### src/rtl/memory_access_if.sv
// Shared RV32I types (riscv_pkg) and the MEM-stage data-memory bus interface.
// req/we/addr/be/wdata go toward memory; gnt/rvalid/rdata come back.
package riscv_pkg;
  localparam int XLEN = 32;

  typedef enum logic [5:0] {
    UNKNOWN, LUI, AUIPC, JAL, JALR,
    BEQ, BNE, BLT, BGE, BLTU, BGEU,
    LB, LH, LW, LBU, LHU, SB, SH, SW,
    ADDI, SLTI, SLTIU, XORI, ORI, ANDI, SLLI, SRLI, SRAI,
    ADD, SUB, SLL, SLT, SLTU, XOR, SRL, SRA, OR, AND,
    FENCE, ECALL, EBREAK
  } operation_e;

  typedef struct packed {
    logic [4:0]      addr;
    logic [XLEN-1:0] data;
    logic            valid;
  } rd_port_t;

  typedef enum logic [1:0] {
    MEM_IDLE,
    MEM_WAIT_GNT,
    MEM_WAIT_RVALID
  } mem_state_e;
endpackage

// Handshake: once req=1, we/addr/be/wdata stay stable until the cycle with
// gnt=1, which is the transfer. A granted load returns exactly one rvalid in a
// later cycle. At most one transaction is outstanding.
interface memory_access_if;
  logic                       dmem_req;
  logic                       dmem_we;
  logic [riscv_pkg::XLEN-1:0] dmem_addr;
  logic [3:0]                 dmem_be;
  logic [riscv_pkg::XLEN-1:0] dmem_wdata;
  logic                       dmem_gnt;
  logic                       dmem_rvalid;
  logic [riscv_pkg::XLEN-1:0] dmem_rdata;

  modport master (
    output dmem_req, dmem_we, dmem_addr, dmem_be, dmem_wdata,
    input  dmem_gnt, dmem_rvalid, dmem_rdata
  );

  modport slave (
    input  dmem_req, dmem_we, dmem_addr, dmem_be, dmem_wdata,
    output dmem_gnt, dmem_rvalid, dmem_rdata
  );
endinterface

### src/rtl/memory_access.sv
// MEM stage of the RV32I pipeline: load/store on a req/gnt/rvalid port, MEM/WB register.
// Optional feature macro MEM_TIMEOUT_EN: abort a wait after TIMEOUT_CYCLES and pulse err_o.
module memory_access
  import riscv_pkg::*;
#(
  parameter int unsigned TIMEOUT_CYCLES = 16
) (
  input  logic                  clk_i,
  input  logic                  rst_i,
  input  logic                  flush_i,
  input  logic [XLEN-1:0]       pcM_i,
  input  logic [XLEN-1:0]       instrM_i,
  input  operation_e            operationM_i,
  input  rd_port_t              rdM_port_i,
  input  logic                  memM_wrt_ena_i,
  input  logic [XLEN-1:0]       memM_addr_i,
  input  logic [XLEN-1:0]       memM_wdata_i,
  memory_access_if.master       dmem,
  output logic                  stall_o,
  output logic                  misalign_o,
  output logic                  err_o,
  output logic [XLEN-1:0]       pcW_o,
  output logic [XLEN-1:0]       instrW_o,
  output operation_e            operationW_o,
  output rd_port_t              rdW_port_o,
  output mem_state_e            state_dbg_o
);

  mem_state_e      state_q;
  logic            is_load, is_store, misaligned, mem_go;
  logic [1:0]      size_c;
  logic [3:0]      be_c;
  logic [XLEN-1:0] wdata_c;

  operation_e      op_q;
  logic [XLEN-1:0] addr_q, wdata_q, pc_q, instr_q;
  logic [3:0]      be_q;
  logic [4:0]      rd_q;
  logic            we_q, drop_q;
  logic [XLEN-1:0] lane, load_data;
  logic            wait_exit, timeout_hit;

  assign state_dbg_o = state_q;

  // Decode of the instruction currently presented by execute.
  always_comb begin
    is_load  = 1'b0;
    is_store = 1'b0;
    size_c   = 2'd0;
    case (operationM_i)
      LB, LBU: begin is_load  = rdM_port_i.valid; size_c = 2'd0; end
      LH, LHU: begin is_load  = rdM_port_i.valid; size_c = 2'd1; end
      LW:      begin is_load  = rdM_port_i.valid; size_c = 2'd2; end
      SB:      begin is_store = memM_wrt_ena_i;   size_c = 2'd0; end
      SH:      begin is_store = memM_wrt_ena_i;   size_c = 2'd1; end
      SW:      begin is_store = memM_wrt_ena_i;   size_c = 2'd2; end
      default: ;
    endcase
    misaligned = ((size_c == 2'd1) && memM_addr_i[0]) ||
                 ((size_c == 2'd2) && (memM_addr_i[1:0] != 2'b00));
    mem_go     = (is_load || is_store) && !flush_i && !misaligned;
    case (size_c)
      2'd0:    begin be_c = 4'b0001 << memM_addr_i[1:0]; wdata_c = {4{memM_wdata_i[7:0]}}; end
      2'd1:    begin be_c = 4'b0011 << memM_addr_i[1:0]; wdata_c = {2{memM_wdata_i[15:0]}}; end
      default: begin be_c = 4'b1111;                     wdata_c = memM_wdata_i; end
    endcase
  end

  // Load lane extraction from the latched byte offset.
  always_comb begin
    lane = dmem.dmem_rdata >> {addr_q[1:0], 3'b000};
    case (op_q)
      LB:      load_data = {{24{lane[7]}}, lane[7:0]};
      LBU:     load_data = {24'h0, lane[7:0]};
      LH:      load_data = {{16{lane[15]}}, lane[15:0]};
      LHU:     load_data = {16'h0, lane[15:0]};
      default: load_data = lane;
    endcase
  end

  assign wait_exit = ((state_q == MEM_WAIT_GNT) && dmem.dmem_gnt) ||
                     ((state_q == MEM_WAIT_RVALID) && dmem.dmem_rvalid);

`ifdef MEM_TIMEOUT_EN
  localparam int CNT_W = $clog2(TIMEOUT_CYCLES + 1);
  logic [CNT_W-1:0] cnt_q;
  logic             err_q;

  assign timeout_hit = (state_q != MEM_IDLE) && !wait_exit &&
                       (cnt_q == CNT_W'(TIMEOUT_CYCLES - 1));
  assign err_o = err_q;

  always_ff @(posedge clk_i) begin
    if (rst_i) begin
      cnt_q <= '0;
      err_q <= 1'b0;
    end else begin
      err_q <= timeout_hit;
      if ((state_q == MEM_IDLE) || wait_exit || timeout_hit) cnt_q <= '0;
      else                                                   cnt_q <= cnt_q + 1'b1;
    end
  end
`else
  assign timeout_hit = 1'b0;
  assign err_o       = 1'b0;
`endif

  // Bus drive: live values from execute in IDLE, latched copies while waiting for gnt.
  always_comb begin
    dmem.dmem_req   = 1'b0;
    dmem.dmem_we    = 1'b0;
    dmem.dmem_addr  = '0;
    dmem.dmem_be    = 4'b0000;
    dmem.dmem_wdata = '0;
    if (!rst_i) begin
      if ((state_q == MEM_IDLE) && mem_go) begin
        dmem.dmem_req   = 1'b1;
        dmem.dmem_we    = is_store;
        dmem.dmem_addr  = {memM_addr_i[XLEN-1:2], 2'b00};
        dmem.dmem_be    = be_c;
        dmem.dmem_wdata = wdata_c;
      end else if (state_q == MEM_WAIT_GNT) begin
        dmem.dmem_req   = 1'b1;
        dmem.dmem_we    = we_q;
        dmem.dmem_addr  = {addr_q[XLEN-1:2], 2'b00};
        dmem.dmem_be    = be_q;
        dmem.dmem_wdata = wdata_q;
      end
    end
  end

  // Stall drops in the completion (or abort) cycle so upstream advances with the result.
  always_comb begin
    stall_o = 1'b0;
    if (!rst_i) begin
      case (state_q)
        MEM_IDLE:        stall_o = mem_go && !(is_store && dmem.dmem_gnt);
        MEM_WAIT_GNT:    stall_o = !(we_q && dmem.dmem_gnt) && !timeout_hit;
        MEM_WAIT_RVALID: stall_o = !dmem.dmem_rvalid && !timeout_hit;
        default:         stall_o = 1'b0;
      endcase
    end
  end

  always_ff @(posedge clk_i) begin
    if (rst_i) begin
      state_q      <= MEM_IDLE;
      op_q         <= UNKNOWN;
      addr_q       <= '0;
      wdata_q      <= '0;
      pc_q         <= '0;
      instr_q      <= '0;
      be_q         <= 4'b0000;
      rd_q         <= '0;
      we_q         <= 1'b0;
      drop_q       <= 1'b0;
      misalign_o   <= 1'b0;
      pcW_o        <= '0;
      instrW_o     <= '0;
      operationW_o <= UNKNOWN;
      rdW_port_o   <= '0;
    end else begin
      misalign_o   <= 1'b0;
      pcW_o        <= '0;
      instrW_o     <= '0;
      operationW_o <= UNKNOWN;
      rdW_port_o   <= '0;
      case (state_q)
        MEM_IDLE: begin
          if (flush_i) begin
            // squashed: bubble
          end else if ((is_load || is_store) && misaligned) begin
            misalign_o   <= 1'b1;
            pcW_o        <= pcM_i;
            instrW_o     <= instrM_i;
            operationW_o <= operationM_i;
          end else if (mem_go) begin
            op_q    <= operationM_i;
            addr_q  <= memM_addr_i;
            wdata_q <= wdata_c;
            be_q    <= be_c;
            we_q    <= is_store;
            rd_q    <= rdM_port_i.addr;
            pc_q    <= pcM_i;
            instr_q <= instrM_i;
            drop_q  <= 1'b0;
            if (is_store && dmem.dmem_gnt) begin
              pcW_o        <= pcM_i;
              instrW_o     <= instrM_i;
              operationW_o <= operationM_i;
            end else if (dmem.dmem_gnt) begin
              state_q <= MEM_WAIT_RVALID;
            end else begin
              state_q <= MEM_WAIT_GNT;
            end
          end else begin
            rdW_port_o   <= rdM_port_i;
            pcW_o        <= pcM_i;
            instrW_o     <= instrM_i;
            operationW_o <= operationM_i;
          end
        end
        MEM_WAIT_GNT: begin
          if (flush_i) drop_q <= 1'b1;
          if (dmem.dmem_gnt) begin
            if (we_q) begin
              state_q      <= MEM_IDLE;
              drop_q       <= 1'b0;
              pcW_o        <= pc_q;
              instrW_o     <= instr_q;
              operationW_o <= op_q;
            end else begin
              state_q <= MEM_WAIT_RVALID;
            end
          end else if (timeout_hit) begin
            state_q <= MEM_IDLE;
            drop_q  <= 1'b0;
          end
        end
        MEM_WAIT_RVALID: begin
          if (flush_i) drop_q <= 1'b1;
          if (dmem.dmem_rvalid) begin
            state_q      <= MEM_IDLE;
            drop_q       <= 1'b0;
            rdW_port_o   <= '{addr: rd_q, data: load_data, valid: !drop_q && !flush_i};
            pcW_o        <= pc_q;
            instrW_o     <= instr_q;
            operationW_o <= op_q;
          end else if (timeout_hit) begin
            state_q <= MEM_IDLE;
            drop_q  <= 1'b0;
          end
        end
        default: state_q <= MEM_IDLE;
      endcase
    end
  end

endmodule

### src/flat_wrapper.sv
// flat-port wrapper written by rule: the top's interface ports become plain ports
module memory_access_flat import riscv_pkg::*;
#(
  parameter int unsigned TIMEOUT_CYCLES = 16
)
  (clk_i, rst_i, flush_i, pcM_i, instrM_i, operationM_i, rdM_port_i, memM_wrt_ena_i, memM_addr_i, memM_wdata_i, stall_o, misalign_o, err_o, pcW_o, instrW_o, operationW_o, rdW_port_o, state_dbg_o, dmem_dmem_req, dmem_dmem_we, dmem_dmem_addr, dmem_dmem_be, dmem_dmem_wdata, dmem_dmem_gnt, dmem_dmem_rvalid, dmem_dmem_rdata);
  memory_access_if dmem_i ();
  input  logic clk_i;
  input  logic rst_i;
  input  logic flush_i;
  input  logic [XLEN-1:0] pcM_i;
  input  logic [XLEN-1:0] instrM_i;
  input  operation_e operationM_i;
  input  rd_port_t rdM_port_i;
  input  logic memM_wrt_ena_i;
  input  logic [XLEN-1:0] memM_addr_i;
  input  logic [XLEN-1:0] memM_wdata_i;
  output logic stall_o;
  output logic misalign_o;
  output logic err_o;
  output logic [XLEN-1:0] pcW_o;
  output logic [XLEN-1:0] instrW_o;
  output operation_e operationW_o;
  output rd_port_t rdW_port_o;
  output mem_state_e state_dbg_o;
  output wire logic [$bits(dmem_i.dmem_req)-1:0] dmem_dmem_req;
  output wire logic [$bits(dmem_i.dmem_we)-1:0] dmem_dmem_we;
  output wire logic [$bits(dmem_i.dmem_addr)-1:0] dmem_dmem_addr;
  output wire logic [$bits(dmem_i.dmem_be)-1:0] dmem_dmem_be;
  output wire logic [$bits(dmem_i.dmem_wdata)-1:0] dmem_dmem_wdata;
  input wire logic [$bits(dmem_i.dmem_gnt)-1:0] dmem_dmem_gnt;
  input wire logic [$bits(dmem_i.dmem_rvalid)-1:0] dmem_dmem_rvalid;
  input wire logic [$bits(dmem_i.dmem_rdata)-1:0] dmem_dmem_rdata;
  assign dmem_dmem_req = dmem_i.dmem_req;
  assign dmem_dmem_we = dmem_i.dmem_we;
  assign dmem_dmem_addr = dmem_i.dmem_addr;
  assign dmem_dmem_be = dmem_i.dmem_be;
  assign dmem_dmem_wdata = dmem_i.dmem_wdata;
  assign dmem_i.dmem_gnt = dmem_dmem_gnt;
  assign dmem_i.dmem_rvalid = dmem_dmem_rvalid;
  assign dmem_i.dmem_rdata = dmem_dmem_rdata;
  memory_access #(.TIMEOUT_CYCLES(TIMEOUT_CYCLES)) u_core (.clk_i(clk_i), .rst_i(rst_i), .flush_i(flush_i), .pcM_i(pcM_i), .instrM_i(instrM_i), .operationM_i(operationM_i), .rdM_port_i(rdM_port_i), .memM_wrt_ena_i(memM_wrt_ena_i), .memM_addr_i(memM_addr_i), .memM_wdata_i(memM_wdata_i), .dmem(dmem_i), .stall_o(stall_o), .misalign_o(misalign_o), .err_o(err_o), .pcW_o(pcW_o), .instrW_o(instrW_o), .operationW_o(operationW_o), .rdW_port_o(rdW_port_o), .state_dbg_o(state_dbg_o));
endmodule
### config.mk
export PLATFORM = sky130hd
export DESIGN_NAME = memory_access_flat
export DESIGN_NICKNAME = d
export VERILOG_FILES = /design/src/rtl/memory_access_if.sv /design/src/rtl/memory_access.sv /design/src/flat_wrapper.sv
export SDC_FILE = /design/constraint.sdc
export NUM_CORES = 1
export LEC_CHECK = 0
export ABC_AREA = 1
export CAP_MARGIN = 20
export CORE_MARGIN = 3
export CORE_UTILIZATION = 46
export CTS_BUF_LIST = sky130_fd_sc_hd__clkbuf_4
export CTS_CLUSTER_SIZE = 40
export DETAILED_ROUTE_END_ITERATION = 8
export PLACE_DENSITY = 0.82
export SLEW_MARGIN = 20
export SYNTH_ARGS = -nofsm -noshare
export SYNTH_HDL_FRONTEND = slang
export SYNTH_SLANG_ARGS = --single-unit
### constraint.sdc
create_clock -name clk_i -period 2.7 [get_ports clk_i]
set_clock_uncertainty 0.15 [all_clocks]
set_input_delay 0.54 -clock clk_i [delete_from_list [all_inputs] [get_ports clk_i]]
set_output_delay 0.54 -clock clk_i [all_outputs]
set_load 0.03 [all_outputs]
After elaboration in Yosys (flattened, before gate mapping):

Cells that the tools add are included.

* logic and storage cells: 145
* register bits after elaboration: 256
* input port bits: 210

* equal/unequal tests: 22
* bitwise operators: 3
* shift operators: 3
* mux-type cells: 70
* reduce and logical (&&, ||, !) cells: 30

Operators by type and width (count)
* 32-bit two-way mux: 20
* 32-bit case mux with 3 select lines: 2
* 38-bit two-way mux: 4
* 32-bit case mux with 4 select lines: 1
* 38-bit case mux with 2 select lines: 1
* 32-bit case mux with 2 select lines: 1
* 6-bit by 4-bit == test with 1-bit output, second input constant: 9
* 6-bit two-way mux: 7
* 32-bit by 5-bit right shift with 32-bit output: 1
* 6-bit by 5-bit == test with 1-bit output, second input constant: 3
* 6-bit case mux with 3 select lines: 1
* 1-bit two-way mux: 17
* 2-bit two-way mux: 8
* 4-bit two-way mux: 3
* 1-bit logical AND: 10
* 2-bit inequality test, second input constant: 5
* 3-bit OR reduction: 3
* 4-bit case mux with 2 select lines: 1
* 4-bit AND reduction: 2
* 1-bit logical NOT: 6
* 1-bit case mux with 3 select lines: 2
* 2-bit case mux with 3 select lines: 1
* 6-bit AND reduction: 1
* 5-bit OR reduction: 1
* 12 further kinds: 18

Logic depth before layout (Yosys ltp):

* depth in word-level cells: 12
* depth in mapped cells: 14

Least setup slack after synthesis:

Ideal clock, no wire load.

* kind: input to output
* start point: input port operationM_i[5]
* end point: output port dmem_dmem_addr[12]
* path buffers: 2
* arrival: 2.166 ns
* slack: -0.156 ns
* stages: 11
* cells stage by stage: inv_1 nand2_1 nor2_2 nand2_1 a21oi_1 nand3_2 nor2_4 buf_6 buf_4 nand2_1 a21oi_1

* word-level cells in the longest chain between the ends: 11

RTL lines
* from (decl): line flat_wrapper.sv:13 `input operation_e operationM_i;`
* 6-bit by 4-bit == test with 1-bit output or 6-bit by 5-bit == test with 1-bit output (tied branches): line memory_access.sv:50 `case (operationM_i)`
* 3-bit OR reduction (no source line) or 2-bit OR reduction (tied branches)
* 2-bit case mux with 2 select lines: line memory_access.sv:50
* 2-bit by 1-bit == test with 1-bit output or 2-bit == test (tied branches): line memory_access.sv:59, memory_access.sv:60
* 1-bit logical AND, on equally long branches: line memory_access.sv:59, memory_access.sv:60
* 1-bit logical OR: line memory_access.sv:59 `misaligned = ((size_c == 2'd1) && memM_addr_i[0]) ||`
* 1-bit logical NOT: line memory_access.sv:61 `mem_go = (is_load || is_store) && !flush_i && !misaligned;`
* 1-bit logical AND (*): line memory_access.sv:61
* 1-bit logical AND (*): line memory_access.sv:116 `if ((state_q == MEM_IDLE) && mem_go) begin`
* 32-bit two-way mux (*): line memory_access.sv:116
* 32-bit two-way mux (*): line memory_access.sv:115 `if (!rst_i) begin`
* to (decl): line flat_wrapper.sv:28 `output wire logic [$bits(dmem_i.dmem_addr)-1:0] dmem_dmem_addr;`

Every way passes the cells marked *; elsewhere a longest branch is shown, timed or not.

Final worst setup path:

* start point: input port operationM_i[5]
* end point: output port dmem_dmem_wdata[23]

* word-level cells in the longest chain between the ends: 11

RTL lines
* 6-bit by 4-bit == test with 1-bit output or 6-bit by 5-bit == test with 1-bit output (tied branches): line memory_access.sv:50
* 3-bit OR reduction (no source line) or 2-bit OR reduction (tied branches)
* 2-bit case mux with 2 select lines: line memory_access.sv:50
* 2-bit by 1-bit == test with 1-bit output or 2-bit == test (tied branches): line memory_access.sv:59, memory_access.sv:62, memory_access.sv:60
* 1-bit logical AND, on equally long branches: line memory_access.sv:59, memory_access.sv:60
* 1-bit logical OR: line memory_access.sv:59
* 1-bit logical NOT: line memory_access.sv:61
* 1-bit logical AND: line memory_access.sv:61
* 1-bit logical AND: line memory_access.sv:116
* 32-bit two-way mux (*): line memory_access.sv:116
* 32-bit two-way mux (*): line memory_access.sv:115
* to (decl): line flat_wrapper.sv:30 `output wire logic [$bits(dmem_i.dmem_wdata)-1:0] dmem_dmem_wdata;`

Marks and branches as above.

==> reports/qor.csv <==
stage,metric,value,unit
flow_run,max_cap viols,0,
logic_synthesis,simple-gate area share of the yosys netlist,27.9,%
final_layout,nets,2298,
detailed_routing,WL final,50.7,mm
placed_design,PortBufs,389,
logic_synthesis,sequential share of the synthesized area,46.9,%
global_route,initial antenna violation count,6,
floorplan,Die Outline Area,0.0256,mm²
global_route,Tot GR Track Use,32.3,%
timing,RSZ-0062 raised after global routing,yes,
logic_synthesis,number of flops mapped to enable cells by yosys,0,
critical_path,Worst Setup End Kind,output port,
logic_synthesis,share of the synthesized area in the top cell type,46.9,%
floorplan,Core ar.,0.0230,mm²
detailed_routing,Initial DRC Count,1383,
critical_path,FF-to-FF End,u_core.wdata_q[9],
logic_synthesis,Mapped Cells,1539,
clocking,root buffer cell,clkbuf_4,
hold_path,Hold Path End,u_core.operationW_o[0],
floorplan,Die Y,160,µm
final_layout,layout cells sized above 1,28.9,%
timing,final setup vio count,70,
logic_synthesis,Yosys cell types,32,
timing,Hold Fails Final Rpt,0,
floorplan,Initial Utilization,47.5,%
timing,Slew @ Worst Pin,920,ps
logic_synthesis,Mean Syn Cell Area,7.10,µm²
logic_synthesis,top_reg_cell synth,dfxtp_1,
timing,final setup margin,-608,ps
placed_design,GPL Wtd Cong,0.908,
clocking,CTS Sinks,256,
critical_path,Worst setup SP type,primary input,
power_and_ir_drop,Design Power,0.0114,W
power_and_ir_drop,pwr/cell area,600,mW/mm²
hold_path,Hold WC Path Type,in -> reg,
placed_design,Post-Place Cells,2225,
logic_synthesis,synth cell count leaders,"nand2_1, a21oi_1, dfxtp_1",
global_route,largest net degree at the start of global routing,99,
detailed_routing,DRT met1 WL,17.5,mm
timing,final worst-path cycle share,123,%
logic_synthesis,"Cell Area, Synth",0.0109,mm²
timing,fmax,302,MHz
timing,fin. max-slew vios,0,
logic_synthesis,Synth Area in Compound Gates,17.1,%
detailed_routing,DR top layer,met5,
critical_path,flop2flop setup slack,-20,ps
floorplan,I/O pin count,393,
logic_synthesis,Syn. warnings,0,
power_and_ir_drop,Peak supply drop,0.362,mV
logic_synthesis,XOR/XNOR share of the synthesized area,0,%
critical_path,CP Class,in -> out,
placed_design,DP HPWL,25.8,mm
clocking,clock latency at the later pin of the worst-skew pair,690,ps
clocking,CTS max path bufs,3,
global_route,number of global-route vias before repair,12968,
timing,Final TNS setup,-17990,ps
final_layout,Post-Layout Cell Count,2442,
final_layout,fin util,82.6,%
final_layout,area grow syn2layout,73.9,%
logic_synthesis,"share of synthesized cell area in full adder, half adder and majority cells",0.458,%
status,outcome,"complete, but fails checks",
clocking,Worst-path clk slew,60,ps
logic_synthesis,top-count cell post-synth,nand2_1,
critical_path,Crit path required time,2010,ps
detailed_routing,via count,13956,
detailed_routing,Final ANT Viol Nets,0,
clocking,H-tree depth,3,
global_route,total grt overflow,0,
detailed_routing,first drt pass iteration count,6,
logic_synthesis,Post-synth ARST share,0,%
critical_path,path depth of the worst reg2reg path,20,
logic_synthesis,mux share of post-synthesis cell area,0.642,%
critical_path,CP arrival,2620,ps
power_and_ir_drop,Static Leak,7.36,nW
global_route,first-pass GRT wire length,67.8,mm
status,failing checks,setup timing,
logic_synthesis,largest family of logic cells by synthesized area,simple AND/OR/NAND/NOR gates,
detailed_routing,Via density,5.71,
hold_path,hold_sp,operationM_i[0],
detailed_routing,Routed met2 length,23.5,mm
critical_path,Crit. Startpoint,operationM_i[5],
detailed_routing,met3 routed WL,5.59,mm
placed_design,dpl ws,-1010,ps
timing,Final Critical Period,3310,ps
logic_synthesis,post-synth top area cell,dfxtp_1,
detailed_routing,post-DR wirelength/cell,20.8,µm
clocking,CTS tree,yes,
timing,relative slew slack,38.7,%
critical_path,CP max FO,12,
logic_synthesis,post-synthesis register bit count,256,
floorplan,die width,160,µm
clocking,Num CTS Buffers,69,
detailed_routing,Residual DRC,0,
floorplan,# rows,55,
logic_synthesis,largest cells by area after synthesis,"dfxtp_1, nand2_1, a21oi_1",
hold_path,Hold Path Stages,3,
critical_path,FF-to-FF Start,u_core.state_dbg_o[1],
## power by group
| part | internal, W | switching, W | leakage (nW) |
|---|---|---|---|
| Clock | 0.00178 | 0.00171 | 0.501 |
| Sequential | 0.00405 | 0.000116 | 2.08 |
| Combinational | 0.00156 | 0.00219 | 4.78 |
## layout by cell type, fill, tap and decap left out, types with 3 or more instances in the layout
cell,synthesis,layout
nand2_1,477,412
nand2_4,2,36
nor2_4,2,17
o21ai_2,1,13
mux2i_1,7,7
clkbuf_16,0,7
buf_4,17,159
o21ai_1,1,4
o211ai_1,14,14
nand4_1,3,3
clkinv_4,0,3
buf_8,0,6
a21oi_1,272,232
nand2_2,4,34
clkdlybuf4s50_1,0,308
nor2_1,80,49
diode_2,0,4
a21oi_4,0,15
clkbuf_4,0,98
buf_12,0,26
clkinv_1,1,6
buf_6,2,73
inv_1,38,27
o21ai_4,0,14
inv_4,0,6
inv_2,7,11
nand3_1,160,135
nor2_2,2,18
a31oi_1,7,7
buf_16,0,8
dfxtp_1,256,254
o21ai_0,67,38
conb_1,1,3
nand3_2,1,19
nand3_4,0,7
a21oi_2,0,25
## repair_timing
action                                 4_1_cts  5_1_grt
pin swaps                                   48       62
buffers inserted                            64       34
gates cloned                                11        5
hold buffers                                 1        0
setup endpoints to repair                   69       71
endpoints found under the hold margin        1        0
resized for setup                          294      178
## logic make-up after synthesis
logic type	count (synthesis)
simple gates	738
compound gates	364
flops	256
buf+inv	169
mux	7
fa+ha+maj	4
other cells	1
## worst max-delay path: stages
cell	delay (ps)
buf_6	110
inv_6	60
nand2_4	50
nor2_4	150
nand2_1	110
nand2_4	130
inv_4	100
buf_4	160
buf_4	170
o21ai_0	550
nand2_4	150
o21ai_4	120
nor2_2	80
buf_6	140
## cell type report
class                   count  area [µm²]
multi-input cells        1116        6210
repair buffers            595        6210
flip-flops and latches    256        5130
fillers                  1340        3990
clock buffers              98         736
well taps                 313         392
inverters                  46         196
clock inverters            14         111
diodes                      4        10.0
## state kept, by name (all words and copies together), names as in the netlist
register	cells
u_core.instr_q	32
u_core.op_q	6
u_core.pcW_o	32
u_core.instrW_o	32
u_core.wdata_q	32
u_core.rd_q	5
u_core.drop_q	1
u_core.pc_q	32
u_core.misalign_o	1
u_core.state_dbg_o	2
u_core.addr_q	32
u_core.be_q	4
u_core.we_q	1
u_core.operationW_o	6
u_core.rdW_port_o	38
## metrics by stage
step           area [µm²]  hold slack [ps]
6_report            19000             63.3
5_1_grt             19000             24.3
3_3_place_gp        15700              294
2_1_floorplan       11200              281
4_1_cts             18000             24.6
3_5_place_dp        15700              295
## layer usage
layer	global-route usage, %	vias to the layer above
met5	0	-
met4	17.9	4
met1	37.7	6403
met3	8.77	312
met2	53.8	1034
li1	-	6203
## worst max-delay path by stage
stage | depth (start not counted) | end | slack [ps]
floorplan | 10 | dmem_dmem_wdata[14] | -80
global placement | 12 | dmem_dmem_wdata[27] | -990
detailed placement | 13 | dmem_dmem_wdata[15] | -1010
CTS | 10 | dmem_dmem_be[0] | -270
global route | 14 | dmem_dmem_wdata[23] | -590
finish | 14 | dmem_dmem_wdata[23] | -610
No activity file was read; power rests on OpenSTA's default activity.
